File: src/rtl/control_sequencer_if.sv
`default_nettype none
// ============================================================================
// Module : control_sequencer_if
// Brief  : IR/condition inputs and datapath control strobes of the sequencer.
// Rev    : 1.0  initial release
// ============================================================================
interface control_sequencer_if;
    logic [31:0] instruction;
    logic        con_ff;
    logic        mem_ready;

    logic        Gra, Grb, Grc;
    logic        Rin, Rout, BAout, Cout;
    logic        PCout, PCin, IncPC, IRin;
    logic        MARin, MDRin, MDRout, Read, Write;
    logic        Yin, Zin, Zhighout, Zlowout;
    logic        HIin, HIout, LOin, LOout;
    logic        InPortout, OutPortin, CONin;
    logic [4:0]  alu_op;
    logic        run;

    modport master (
        input  instruction, con_ff, mem_ready,
        output Gra, Grb, Grc, Rin, Rout, BAout, Cout,
               PCout, PCin, IncPC, IRin,
               MARin, MDRin, MDRout, Read, Write,
               Yin, Zin, Zhighout, Zlowout,
               HIin, HIout, LOin, LOout,
               InPortout, OutPortin, CONin, alu_op, run
    );

    modport slave (
        output instruction, con_ff, mem_ready,
        input  Gra, Grb, Grc, Rin, Rout, BAout, Cout,
               PCout, PCin, IncPC, IRin,
               MARin, MDRin, MDRout, Read, Write,
               Yin, Zin, Zhighout, Zlowout,
               HIin, HIout, LOin, LOout,
               InPortout, OutPortin, CONin, alu_op, run
    );
endinterface
`default_nettype wire

File: src/rtl/control_sequencer.sv
`default_nettype none
// ============================================================================
// Module : control_sequencer
// Brief  : Hardwired T-state control unit; Moore decode of state + IR[31:27].
//          Optional MEM_WAIT_EN stretches memory steps until mem_ready.
// Rev    : 1.0  initial release
// ============================================================================
module control_sequencer #(
    parameter int         T_LAST = 7,
    parameter logic [4:0] ADD_OP = 5'b00011
) (
    input  wire                 clock,
    input  wire                 reset_n,
    control_sequencer_if.master bus
);
    typedef enum logic [3:0] {
        S_T0 = 4'd0, S_T1 = 4'd1, S_T2 = 4'd2, S_T3 = 4'd3,
        S_T4 = 4'd4, S_T5 = 4'd5, S_T6 = 4'd6, S_T7 = 4'd7,
        S_RST = 4'd8, S_HALT = 4'd9
    } state_t;

    localparam logic [26:0] C_GRA     = 27'h1 << 0;
    localparam logic [26:0] C_GRB     = 27'h1 << 1;
    localparam logic [26:0] C_GRC     = 27'h1 << 2;
    localparam logic [26:0] C_RIN     = 27'h1 << 3;
    localparam logic [26:0] C_ROUT    = 27'h1 << 4;
    localparam logic [26:0] C_BAOUT   = 27'h1 << 5;
    localparam logic [26:0] C_COUT    = 27'h1 << 6;
    localparam logic [26:0] C_PCOUT   = 27'h1 << 7;
    localparam logic [26:0] C_PCIN    = 27'h1 << 8;
    localparam logic [26:0] C_INCPC   = 27'h1 << 9;
    localparam logic [26:0] C_IRIN    = 27'h1 << 10;
    localparam logic [26:0] C_MARIN   = 27'h1 << 11;
    localparam logic [26:0] C_MDRIN   = 27'h1 << 12;
    localparam logic [26:0] C_MDROUT  = 27'h1 << 13;
    localparam logic [26:0] C_READ    = 27'h1 << 14;
    localparam logic [26:0] C_WRITE   = 27'h1 << 15;
    localparam logic [26:0] C_YIN     = 27'h1 << 16;
    localparam logic [26:0] C_ZIN     = 27'h1 << 17;
    localparam logic [26:0] C_ZHIGH   = 27'h1 << 18;
    localparam logic [26:0] C_ZLOW    = 27'h1 << 19;
    localparam logic [26:0] C_HIIN    = 27'h1 << 20;
    localparam logic [26:0] C_HIOUT   = 27'h1 << 21;
    localparam logic [26:0] C_LOIN    = 27'h1 << 22;
    localparam logic [26:0] C_LOOUT   = 27'h1 << 23;
    localparam logic [26:0] C_INPORT  = 27'h1 << 24;
    localparam logic [26:0] C_OUTPORT = 27'h1 << 25;
    localparam logic [26:0] C_CONIN   = 27'h1 << 26;
    localparam logic [2:0]  C_LAST_MEM = 3'(T_LAST);

    state_t      r_state, w_next;
    logic [4:0]  w_op;
    logic [2:0]  w_step, w_last;
    logic [26:0] w_st;
    logic [4:0]  w_alu_op;
    logic        w_run;
    logic        w_alu, w_imm, w_muldiv, w_negnot, w_ld, w_ldi, w_st_op, w_br;
    logic        w_jr, w_jal, w_in, w_out, w_mfhi, w_mflo, w_halt, w_noexec;
    logic        w_unused_ir;

    assign w_op        = bus.instruction[31:27];
    assign w_step      = r_state[2:0];
    assign w_unused_ir = ^bus.instruction[26:0];

    assign w_alu    = (w_op >= 5'd3) && (w_op <= 5'd11);
    assign w_imm    = (w_op >= 5'd12) && (w_op <= 5'd14);
    assign w_muldiv = (w_op == 5'd15) || (w_op == 5'd16);
    assign w_negnot = (w_op == 5'd17) || (w_op == 5'd18);
    assign w_ld     = (w_op == 5'd0);
    assign w_ldi    = (w_op == 5'd1);
    assign w_st_op  = (w_op == 5'd2);
    assign w_br     = (w_op == 5'd19);
    assign w_jr     = (w_op == 5'd20);
    assign w_jal    = (w_op == 5'd21);
    assign w_in     = (w_op == 5'd22);
    assign w_out    = (w_op == 5'd23);
    assign w_mfhi   = (w_op == 5'd24);
    assign w_mflo   = (w_op == 5'd25);
    assign w_halt   = (w_op == 5'd27);
    assign w_noexec = (w_op == 5'd26) || (w_op >= 5'd28);

    // Final execute step per opcode class; reaching it returns to fetch.
    always_comb begin
        w_last = 3'd3;
        if (w_ld || w_st_op)                 w_last = C_LAST_MEM;
        else if (w_muldiv || w_br)           w_last = 3'd6;
        else if (w_alu || w_imm || w_ldi)    w_last = 3'd5;
        else if (w_negnot || w_jal)          w_last = 3'd4;
    end

    always_ff @(posedge clock or negedge reset_n) begin
        if (!reset_n) r_state <= S_RST;
        else          r_state <= w_next;
    end

    always_comb begin
        w_next = r_state;
        case (r_state)
            S_RST:      w_next = S_T0;
            S_HALT:     w_next = S_HALT;
            S_T0, S_T1: w_next = state_t'(r_state + 4'd1);
            S_T2: begin
                if (w_halt)        w_next = S_HALT;
                else if (w_noexec) w_next = S_T0;
                else               w_next = S_T3;
            end
            default:    w_next = (w_step == w_last) ? S_T0 : state_t'(r_state + 4'd1);
        endcase
`ifdef MEM_WAIT_EN
        if (((r_state == S_T1) || (w_ld && r_state == S_T6) ||
             (w_st_op && r_state == S_T7)) && !bus.mem_ready)
            w_next = r_state;
`endif
    end

`ifndef MEM_WAIT_EN
    logic w_unused_mem_ready;
    assign w_unused_mem_ready = bus.mem_ready;
`endif

    always_comb begin
        w_st     = '0;
        w_alu_op = '0;
        w_run    = (r_state != S_HALT);
        case (r_state)
            S_T0: w_st = C_PCOUT | C_MARIN | C_INCPC | C_ZIN;
            S_T1: w_st = C_ZLOW | C_PCIN | C_READ | C_MDRIN;
            S_T2: w_st = C_MDROUT | C_IRIN;
            S_T3: begin
                if (w_alu || w_imm)                 w_st = C_GRB | C_ROUT | C_YIN;
                else if (w_negnot) begin
                    w_st     = C_GRB | C_ROUT | C_ZIN;
                    w_alu_op = w_op;
                end
                else if (w_muldiv)                  w_st = C_GRA | C_ROUT | C_YIN;
                else if (w_ld || w_ldi || w_st_op)  w_st = C_GRB | C_BAOUT | C_YIN;
                else if (w_br)                      w_st = C_GRA | C_ROUT | C_CONIN;
                else if (w_jr)                      w_st = C_GRA | C_ROUT | C_PCIN;
                else if (w_jal)                     w_st = C_PCOUT | C_GRB | C_RIN;
                else if (w_in)                      w_st = C_GRA | C_RIN | C_INPORT;
                else if (w_out)                     w_st = C_GRA | C_ROUT | C_OUTPORT;
                else if (w_mfhi)                    w_st = C_GRA | C_RIN | C_HIOUT;
                else if (w_mflo)                    w_st = C_GRA | C_RIN | C_LOOUT;
            end
            S_T4: begin
                if (w_alu || w_muldiv) begin
                    w_st     = (w_alu ? C_GRC : C_GRB) | C_ROUT | C_ZIN;
                    w_alu_op = w_op;
                end
                else if (w_imm) begin
                    w_st     = C_COUT | C_ZIN;
                    w_alu_op = w_op;
                end
                else if (w_ld || w_ldi || w_st_op) begin
                    w_st     = C_COUT | C_ZIN;
                    w_alu_op = ADD_OP;
                end
                else if (w_negnot)                  w_st = C_ZLOW | C_GRA | C_RIN;
                else if (w_br)                      w_st = C_PCOUT | C_YIN;
                else if (w_jal)                     w_st = C_GRA | C_ROUT | C_PCIN;
            end
            S_T5: begin
                if (w_alu || w_imm || w_ldi)        w_st = C_ZLOW | C_GRA | C_RIN;
                else if (w_muldiv)                  w_st = C_ZLOW | C_LOIN;
                else if (w_ld || w_st_op)           w_st = C_ZLOW | C_MARIN;
                else if (w_br) begin
                    w_st     = C_COUT | C_ZIN;
                    w_alu_op = ADD_OP;
                end
            end
            S_T6: begin
                if (w_muldiv)                       w_st = C_ZHIGH | C_HIIN;
                else if (w_ld)                      w_st = C_READ | C_MDRIN;
                else if (w_st_op)                   w_st = C_GRA | C_ROUT | C_MDRIN;
                else if (w_br && bus.con_ff)        w_st = C_ZLOW | C_PCIN;
            end
            S_T7: begin
                if (w_ld)                           w_st = C_MDROUT | C_GRA | C_RIN;
                else if (w_st_op)                   w_st = C_WRITE;
            end
            default: w_st = '0;
        endcase
    end

    assign {bus.CONin, bus.OutPortin, bus.InPortout, bus.LOout, bus.LOin,
            bus.HIout, bus.HIin, bus.Zlowout, bus.Zhighout, bus.Zin, bus.Yin,
            bus.Write, bus.Read, bus.MDRout, bus.MDRin, bus.MARin, bus.IRin,
            bus.IncPC, bus.PCin, bus.PCout, bus.Cout, bus.BAout, bus.Rout,
            bus.Rin, bus.Grc, bus.Grb, bus.Gra} = w_st;
    assign bus.alu_op = w_alu_op;
    assign bus.run    = w_run;
endmodule
`default_nettype wire

File: src/flat_wrapper.sv
// flat-port wrapper written by rule: the top's interface ports become plain ports
module control_sequencer_flat 
#(
    parameter int         T_LAST = 7,
    parameter logic [4:0] ADD_OP = 5'b00011
)
  (clock, reset_n, bus_instruction, bus_con_ff, bus_mem_ready, bus_Gra, bus_Grb, bus_Grc, bus_Rin, bus_Rout, bus_BAout, bus_Cout, bus_PCout, bus_PCin, bus_IncPC, bus_IRin, bus_MARin, bus_MDRin, bus_MDRout, bus_Read, bus_Write, bus_Yin, bus_Zin, bus_Zhighout, bus_Zlowout, bus_HIin, bus_HIout, bus_LOin, bus_LOout, bus_InPortout, bus_OutPortin, bus_CONin, bus_alu_op, bus_run);
  control_sequencer_if bus_i ();
  input  wire clock;
  input  wire reset_n;
  input wire logic [$bits(bus_i.instruction)-1:0] bus_instruction;
  input wire logic [$bits(bus_i.con_ff)-1:0] bus_con_ff;
  input wire logic [$bits(bus_i.mem_ready)-1:0] bus_mem_ready;
  output wire logic [$bits(bus_i.Gra)-1:0] bus_Gra;
  output wire logic [$bits(bus_i.Grb)-1:0] bus_Grb;
  output wire logic [$bits(bus_i.Grc)-1:0] bus_Grc;
  output wire logic [$bits(bus_i.Rin)-1:0] bus_Rin;
  output wire logic [$bits(bus_i.Rout)-1:0] bus_Rout;
  output wire logic [$bits(bus_i.BAout)-1:0] bus_BAout;
  output wire logic [$bits(bus_i.Cout)-1:0] bus_Cout;
  output wire logic [$bits(bus_i.PCout)-1:0] bus_PCout;
  output wire logic [$bits(bus_i.PCin)-1:0] bus_PCin;
  output wire logic [$bits(bus_i.IncPC)-1:0] bus_IncPC;
  output wire logic [$bits(bus_i.IRin)-1:0] bus_IRin;
  output wire logic [$bits(bus_i.MARin)-1:0] bus_MARin;
  output wire logic [$bits(bus_i.MDRin)-1:0] bus_MDRin;
  output wire logic [$bits(bus_i.MDRout)-1:0] bus_MDRout;
  output wire logic [$bits(bus_i.Read)-1:0] bus_Read;
  output wire logic [$bits(bus_i.Write)-1:0] bus_Write;
  output wire logic [$bits(bus_i.Yin)-1:0] bus_Yin;
  output wire logic [$bits(bus_i.Zin)-1:0] bus_Zin;
  output wire logic [$bits(bus_i.Zhighout)-1:0] bus_Zhighout;
  output wire logic [$bits(bus_i.Zlowout)-1:0] bus_Zlowout;
  output wire logic [$bits(bus_i.HIin)-1:0] bus_HIin;
  output wire logic [$bits(bus_i.HIout)-1:0] bus_HIout;
  output wire logic [$bits(bus_i.LOin)-1:0] bus_LOin;
  output wire logic [$bits(bus_i.LOout)-1:0] bus_LOout;
  output wire logic [$bits(bus_i.InPortout)-1:0] bus_InPortout;
  output wire logic [$bits(bus_i.OutPortin)-1:0] bus_OutPortin;
  output wire logic [$bits(bus_i.CONin)-1:0] bus_CONin;
  output wire logic [$bits(bus_i.alu_op)-1:0] bus_alu_op;
  output wire logic [$bits(bus_i.run)-1:0] bus_run;
  assign bus_i.instruction = bus_instruction;
  assign bus_i.con_ff = bus_con_ff;
  assign bus_i.mem_ready = bus_mem_ready;
  assign bus_Gra = bus_i.Gra;
  assign bus_Grb = bus_i.Grb;
  assign bus_Grc = bus_i.Grc;
  assign bus_Rin = bus_i.Rin;
  assign bus_Rout = bus_i.Rout;
  assign bus_BAout = bus_i.BAout;
  assign bus_Cout = bus_i.Cout;
  assign bus_PCout = bus_i.PCout;
  assign bus_PCin = bus_i.PCin;
  assign bus_IncPC = bus_i.IncPC;
  assign bus_IRin = bus_i.IRin;
  assign bus_MARin = bus_i.MARin;
  assign bus_MDRin = bus_i.MDRin;
  assign bus_MDRout = bus_i.MDRout;
  assign bus_Read = bus_i.Read;
  assign bus_Write = bus_i.Write;
  assign bus_Yin = bus_i.Yin;
  assign bus_Zin = bus_i.Zin;
  assign bus_Zhighout = bus_i.Zhighout;
  assign bus_Zlowout = bus_i.Zlowout;
  assign bus_HIin = bus_i.HIin;
  assign bus_HIout = bus_i.HIout;
  assign bus_LOin = bus_i.LOin;
  assign bus_LOout = bus_i.LOout;
  assign bus_InPortout = bus_i.InPortout;
  assign bus_OutPortin = bus_i.OutPortin;
  assign bus_CONin = bus_i.CONin;
  assign bus_alu_op = bus_i.alu_op;
  assign bus_run = bus_i.run;
  control_sequencer #(.T_LAST(T_LAST), .ADD_OP(ADD_OP)) u_core (.clock(clock), .reset_n(reset_n), .bus(bus_i));
endmodule
File: config.mk
export PLATFORM = sky130hd
export DESIGN_NAME = control_sequencer_flat
export DESIGN_NICKNAME = d
export VERILOG_FILES = /design/src/rtl/control_sequencer_if.sv /design/src/rtl/control_sequencer.sv /design/src/flat_wrapper.sv
export SDC_FILE = /design/constraint.sdc
export NUM_CORES = 1
export LEC_CHECK = 0
export CORE_UTILIZATION = 42
export CTS_CLUSTER_DIAMETER = 60
export CTS_CLUSTER_SIZE = 14
export DETAILED_ROUTE_END_ITERATION = 10
export PLACE_DENSITY = 0.95
export REMOVE_ABC_BUFFERS = 1
export SLEW_MARGIN = 30
export SYNTH_ARGS = -nofsm -noshare
export SYNTH_HDL_FRONTEND = slang
export SYNTH_SLANG_ARGS = --single-unit
File: constraint.sdc
create_clock -name clock -period 3.5 [get_ports clock]
set_clock_uncertainty 0.2 [all_clocks]
set_input_delay 0.7 -clock clock [delete_from_list [all_inputs] [get_ports clock]]
set_output_delay 0.7 -clock clock [all_outputs]
set_load 0.03 [all_outputs]
Word level (Yosys, flattened, before mapping)
Cells that the tools add are included.
- multiply operators: 0
- shift-type cells: 0
- equal/unequal tests: 26
- order comparisons: 5
- reduce and logical (&&, ||, !) cells: 17
- add/subtract/negate cells: 1
- muxes and demuxes: 47
- div/mod/pow operators: 0
- bitwise operators: 0
- operators with widths (operator ; count):
    27-bit two-way mux ; 22
    27-bit one-hot mux with 8 select lines ; 1
    5-bit == test, second input constant ; 12
    5-bit two-way mux ; 7
    24-bit two-way mux ; 1
    20-bit two-way mux ; 1
    18-bit two-way mux ; 1
    4-bit by 3-bit == test with 1-bit output, second input constant ; 4
    16-bit two-way mux ; 1
    4-bit one-hot mux with 4 select lines ; 1
    3-bit two-way mux ; 5
    5-bit one-hot mux with 3 select lines ; 1
    1-bit logical OR ; 11
    5-bit by 4-bit less-or-equal comparator with 1-bit output, second input constant ; 2
    9-bit two-way mux ; 1
    4-bit by 2-bit == test with 1-bit output, second input constant ; 2
    4-bit == test, second input constant ; 2
    4-bit two-way mux ; 2
    2-bit two-way mux ; 3
    5-bit by 1-bit == test with 1-bit output, second input constant ; 1
    5-bit by 2-bit == test with 1-bit output, second input constant ; 1
    5-bit by 4-bit == test with 1-bit output, second input constant ; 1
    5-bit by 2-bit greater-or-equal comparator with 1-bit output, second input constant ; 1
    5-bit by 4-bit greater-or-equal comparator with 1-bit output, second input constant ; 1
    other kinds (9) ; 11
- memory bits (read-only): 0
- flip-flop bits (word level): 4
- bits of input ports: 36
- output and inout port bits: 33
- logic and storage cells: 97
- memory bits (writable): 0
- bits in latches: 0
- memories: 0

Logic depth before layout (Yosys ltp)
- word-level depth: 13
- depth in mapped cells: 8
- mapped depth without buffers: 7

Worst setup path before layout
Ideal clock, no wire load.
- path type: input to output
- start point: input port bus_instruction[28]
- end point: output port bus_Grc
- buffers on the path: 1
- required time: 2600 ps
- setup slack: -147 ps
- stages: 3
- arrival time: 2747 ps
- path through: clkbuf_1 -> nand2_1 -> a2111oi_0
- word-level cells in the longest chain between the ends: 12
- ends and longest elaborated chain (item ; RTL line ; text):
    start: declaration ; flat_wrapper.sv:11 ; input wire logic [$bits(bus_i.instruction)-1:0] bus_instruction;
    5-bit == test ; control_sequencer.sv:77 ; assign w_mfhi = (w_op == 5'd24);
    27-bit two-way mux ; control_sequencer.sv:142 ; else if (w_mfhi) w_st = C_GRA | C_RIN | C_HIOUT;
    27-bit two-way mux ; control_sequencer.sv:141 ; else if (w_out) w_st = C_GRA | C_ROUT | C_OUTPORT;
    27-bit two-way mux ; control_sequencer.sv:140 ; else if (w_in) w_st = C_GRA | C_RIN | C_INPORT;
    27-bit two-way mux ; control_sequencer.sv:139 ; else if (w_jal) w_st = C_PCOUT | C_GRB | C_RIN;
    27-bit two-way mux ; control_sequencer.sv:138 ; else if (w_jr) w_st = C_GRA | C_ROUT | C_PCIN;
    27-bit two-way mux ; control_sequencer.sv:137 ; else if (w_br) w_st = C_GRA | C_ROUT | C_CONIN;
    27-bit two-way mux ; control_sequencer.sv:136 ; else if (w_ld || w_ldi || w_st_op) w_st = C_GRB | C_BAOUT | C_YIN;
    27-bit two-way mux ; control_sequencer.sv:135 ; else if (w_muldiv) w_st = C_GRA | C_ROUT | C_YIN;
    27-bit two-way mux ; control_sequencer.sv:131 ; else if (w_negnot) begin
    27-bit two-way mux ; control_sequencer.sv:130 ; if (w_alu || w_imm) w_st = C_GRB | C_ROUT | C_YIN;
    27-bit one-hot mux with 8 select lines * ; control_sequencer.sv:125 ; case (r_state)
    end: declaration ; flat_wrapper.sv:16 ; output wire logic [$bits(bus_i.Grc)-1:0] bus_Grc;
Mark *: on every way between the ends. The rest lies on a longest branch, timed or not.

Final worst setup path
- start point: input port bus_instruction[31]
- end point: output port bus_PCin
- word-level cells in the longest chain between the ends: 12
- ends and longest elaborated chain (item ; RTL line ; text):
    5-bit == test ; control_sequencer.sv:77 ;
    27-bit two-way mux ; control_sequencer.sv:142 ;
    27-bit two-way mux ; control_sequencer.sv:141 ;
    27-bit two-way mux ; control_sequencer.sv:140 ;
    27-bit two-way mux ; control_sequencer.sv:139 ;
    27-bit two-way mux ; control_sequencer.sv:138 ;
    27-bit two-way mux ; control_sequencer.sv:137 ;
    27-bit two-way mux ; control_sequencer.sv:136 ;
    27-bit two-way mux ; control_sequencer.sv:135 ;
    27-bit two-way mux ; control_sequencer.sv:131 ;
    27-bit two-way mux ; control_sequencer.sv:130 ;
    27-bit one-hot mux with 8 select lines * ; control_sequencer.sv:125 ;
    end: declaration ; flat_wrapper.sv:22 ; output wire logic [$bits(bus_i.PCin)-1:0] bus_PCin;
Marked as above.

==> impl_metrics.py <==
metrics = {
    "run_status": {
        "status": "finished, final reports clean",
    },
    "worst_setup_path": {
        "critPathMaxStageDelay_ns": 0.74,
        "critPathSlowestCell": "clkdlybuf4s50_1",
        "r2r-end": "u_core.r_state[1]",
        "critPathKind": "input pin to output port",
        "r2r-start": "u_core.r_state[0]",
        "startpoint_type": "input pin",
        "cp_cell_sequence": "clkdlybuf4s50_1, nand2_1, nor2_1, nand4_1, a21oi_1, a31o_2, buf_4",
        "r2r_slack_ns": 1.41,
        "reg2regPathDepth": 7,
        "crit_path_end": "bus_PCin",
        "crit_start": "bus_instruction[31]",
        "worstPathArrival_ns": 2.46,
        "end_kind": "output port",
        "crit_fanout": 12,
        "crit_required_ns": 2.60,
    },
    "place": {
        "place_area_mm2": 0.00161,
        "io_buffers": 40,
        "gp_congestion": 1.00,
        "dp_hpwl_um": 3330,
        "post-place-cells": 264,
    },
    "clock_network": {
        "cts_tree": "done",
        "clockRootBuffer": "clkbuf_4",
        "cts.clk_slew.worst_paths_ns": 0.04,
        "post_cts_buffers": 0,
        "cts_buffer_depth": 2,
        "cts.sinks": 4,
        "postCtsHoldBufs": 0,
        "htree_levels": 1,
        "clock_latency_ns": 0.26,
        "numCtsBuffers": 3,
        "cts_resized": 0,
    },
    "finish": {
        "largest_reg_flops": 4,
        "fillers": 238,
        "drive_gt1_share_pct": 27.3,
        "mostFrequentLayoutCells": "buf_4, nand2_1, nor2_1",
        "n_antenna_cell": 0,
        "postLayoutCellArea_mm2": 0.00164,
        "area_growth_pct": 37.8,
        "reg_top3": "u_core.r_state: 4 flops",
        "regMostFlops": "u_core.r_state",
        "instances_no_fill": 268,
        "fin_nets": 279,
        "final_common_cell": "buf_4",
    },
    "yosys": {
        "synth.avg_cell_area_um2": 6.24,
        "synth_cell_types": 52,
        "ys_seq_area_share_pct": 8.51,
        "netlist_area_mm2": 0.00119,
        "synth_edf_count": 0,
        "yosysWarnings": 0,
        "synth-main-ff-cell": "dfrtp_1",
        "synth_seq_cells": 4,
        "synthArstFlopShare_pct": 100,
        "synthCells": 191,
    },
    "timing": {
        "worst_slew_pin_slew_ns": 0.493,
        "max_slew_margin_pct": 67.1,
        "timing.fmax_ghz": 0.297,
        "setup_violations": 0,
        "slew_viol_final": 0,
        "rsz0062_at_grt": "false",
        "fin_crit_sh_pct": 96.1,
        "finalCriticalPeriod_ns": 3.36,
        "hold_viol": 0,
    },
    "route": {
        "drt-total-wl_um": 4350,
        "m1WireLength_um": 1740,
        "drc": 0,
        "vias": 1716,
        "avgRoutedWirePerCell_um": 16.2,
        "met3RoutedLength_um": 452,
        "routed.top_layer": "met4",
        "vias_per_cell": 6.40,
        "dr_wl_met2_um": 2030,
        "ant_nets": 0,
        "drtPass1Iterations": 4,
        "drt_first_iter_violations": 124,
    },
    "global_route": {
        "grt_max_degree": 15,
        "antenna_found_initial": 0,
        "overflow": 0,
        "first_global_vias": 1463,
        "grt_pass1_wl_um": 6850,
        "grt_use_total_pct": 28.3,
    },
    "min_path": {
        "worstHoldPathType": "flip-flop to flip-flop",
        "min_from": "u_core.r_state[0]",
    },
    "job": {
        "max_cap_violations": 0,
    },
    "floorplanning": {
        "rows": 18,
        "dieArea_mm2": 0.00305,
        "start_util_pct": 46.4,
        "die_x_um": 55.3,
        "die_h_um": 55.3,
        "core_area_mm2": 0.00257,
        "io_pins": 69,
    },
    "power": {
        "peakVddDrop_v": 0.000564,
        "powerDensity_mw_per_mm2": 610,
        "leakage_uw": 0.000727,
    },
}
-- area by class of cell --
cell class	instances	area [µm²]	area share (%)
Inverter	6	22.5	1.37
Multi-Input combinational cell	163	968	59.0
Timing Repair Buffer	61	485	29.6
Tap cell	30	37.5	2.29
Clock buffer	4	26.3	1.60
Sequential cell	4	101	6.17
-- report_power, final --
group	internal, µW	switching [µW]	leakage [µW]
combinational	302	513	0.000665
clock	43.3	26.7	0.0000150
sequential	70.2	45.8	0.0000471
-- critical path, delay by kind of cell --
kind	cells	cell delay (ns)
and+or+nand+nor	3	0.44
AOI/OAI and AO/OA	2	0.43
buffers and inverters	2	0.89
-- worst min path at each step --
stage	endpoint	cells past startpoint
4_1_cts	u_core.r_state[0]	1
3_3_place_gp	u_core.r_state[0]	1
2_1_floorplan	u_core.r_state[0]	0
3_5_place_dp	u_core.r_state[0]	1
6_report	u_core.r_state[0]	1
5_1_grt	u_core.r_state[1]	1
-- per-stage QoR --
stage	worst slack [ns]	TNS, ns	total power [µW]	hold WS (ns)	utilization, %
CTS	0.134	0	988	0.419	63.8
finish	0.136	0	1000	0.432	63.9
floorplan	-0.0121	-0.0121	640	0.204	-
global route	0.0306	0	1070	0.440	63.9
global placement	0.164	0	900	0.410	62.8
detailed placement	0.136	0	915	0.413	62.8
-- logic make-up (layout without fill, tap and decap cells) --
group	Yosys count	count (layout)	synth area share [%]
AND/OR/NAND/NOR	88	88	36.8
AO/OA/AOI/OAI	67	67	37.3
buffers and inverters	24	71	10.2
adder cells (fa/ha/maj)	4	4	4.20
flip-flops	4	4	8.51
XOR/XNOR	3	3	2.21
multiplexers	1	1	0.840
-- per-layer routing --
| metal | vias up | track usage [%] |
|---|---|---|
| met3 | 18 | 8.20 |
| met1 | 801 | 36.4 |
| met4 | 0 | 14.3 |
| met5 | - | 0 |
| li1 | 788 | - |
| met2 | 109 | 42.7 |
-- synthesized netlist by cell type (4+ instances only) --
| master | number | area [µm²] |
|---|---|---|
| o22ai_1 | 4 | 25.0 |
| a31oi_1 | 5 | 31.3 |
| a21oi_1 | 17 | 85.1 |
| nor2b_1 | 5 | 31.3 |
| nand2_1 | 27 | 101 |
| o21ai_0 | 16 | 80.1 |
| nand2b_1 | 6 | 37.5 |
| nor3_1 | 5 | 25.0 |
| nand3_1 | 7 | 35.0 |
| and2_1 | 7 | 43.8 |
| clkbuf_1 | 8 | 30.0 |
| buf_4 | 4 | 30.0 |
| inv_1 | 5 | 18.8 |
| nor2_1 | 19 | 71.3 |
| ha_1 | 4 | 50.1 |
Power figures use the tool's default switching activity.
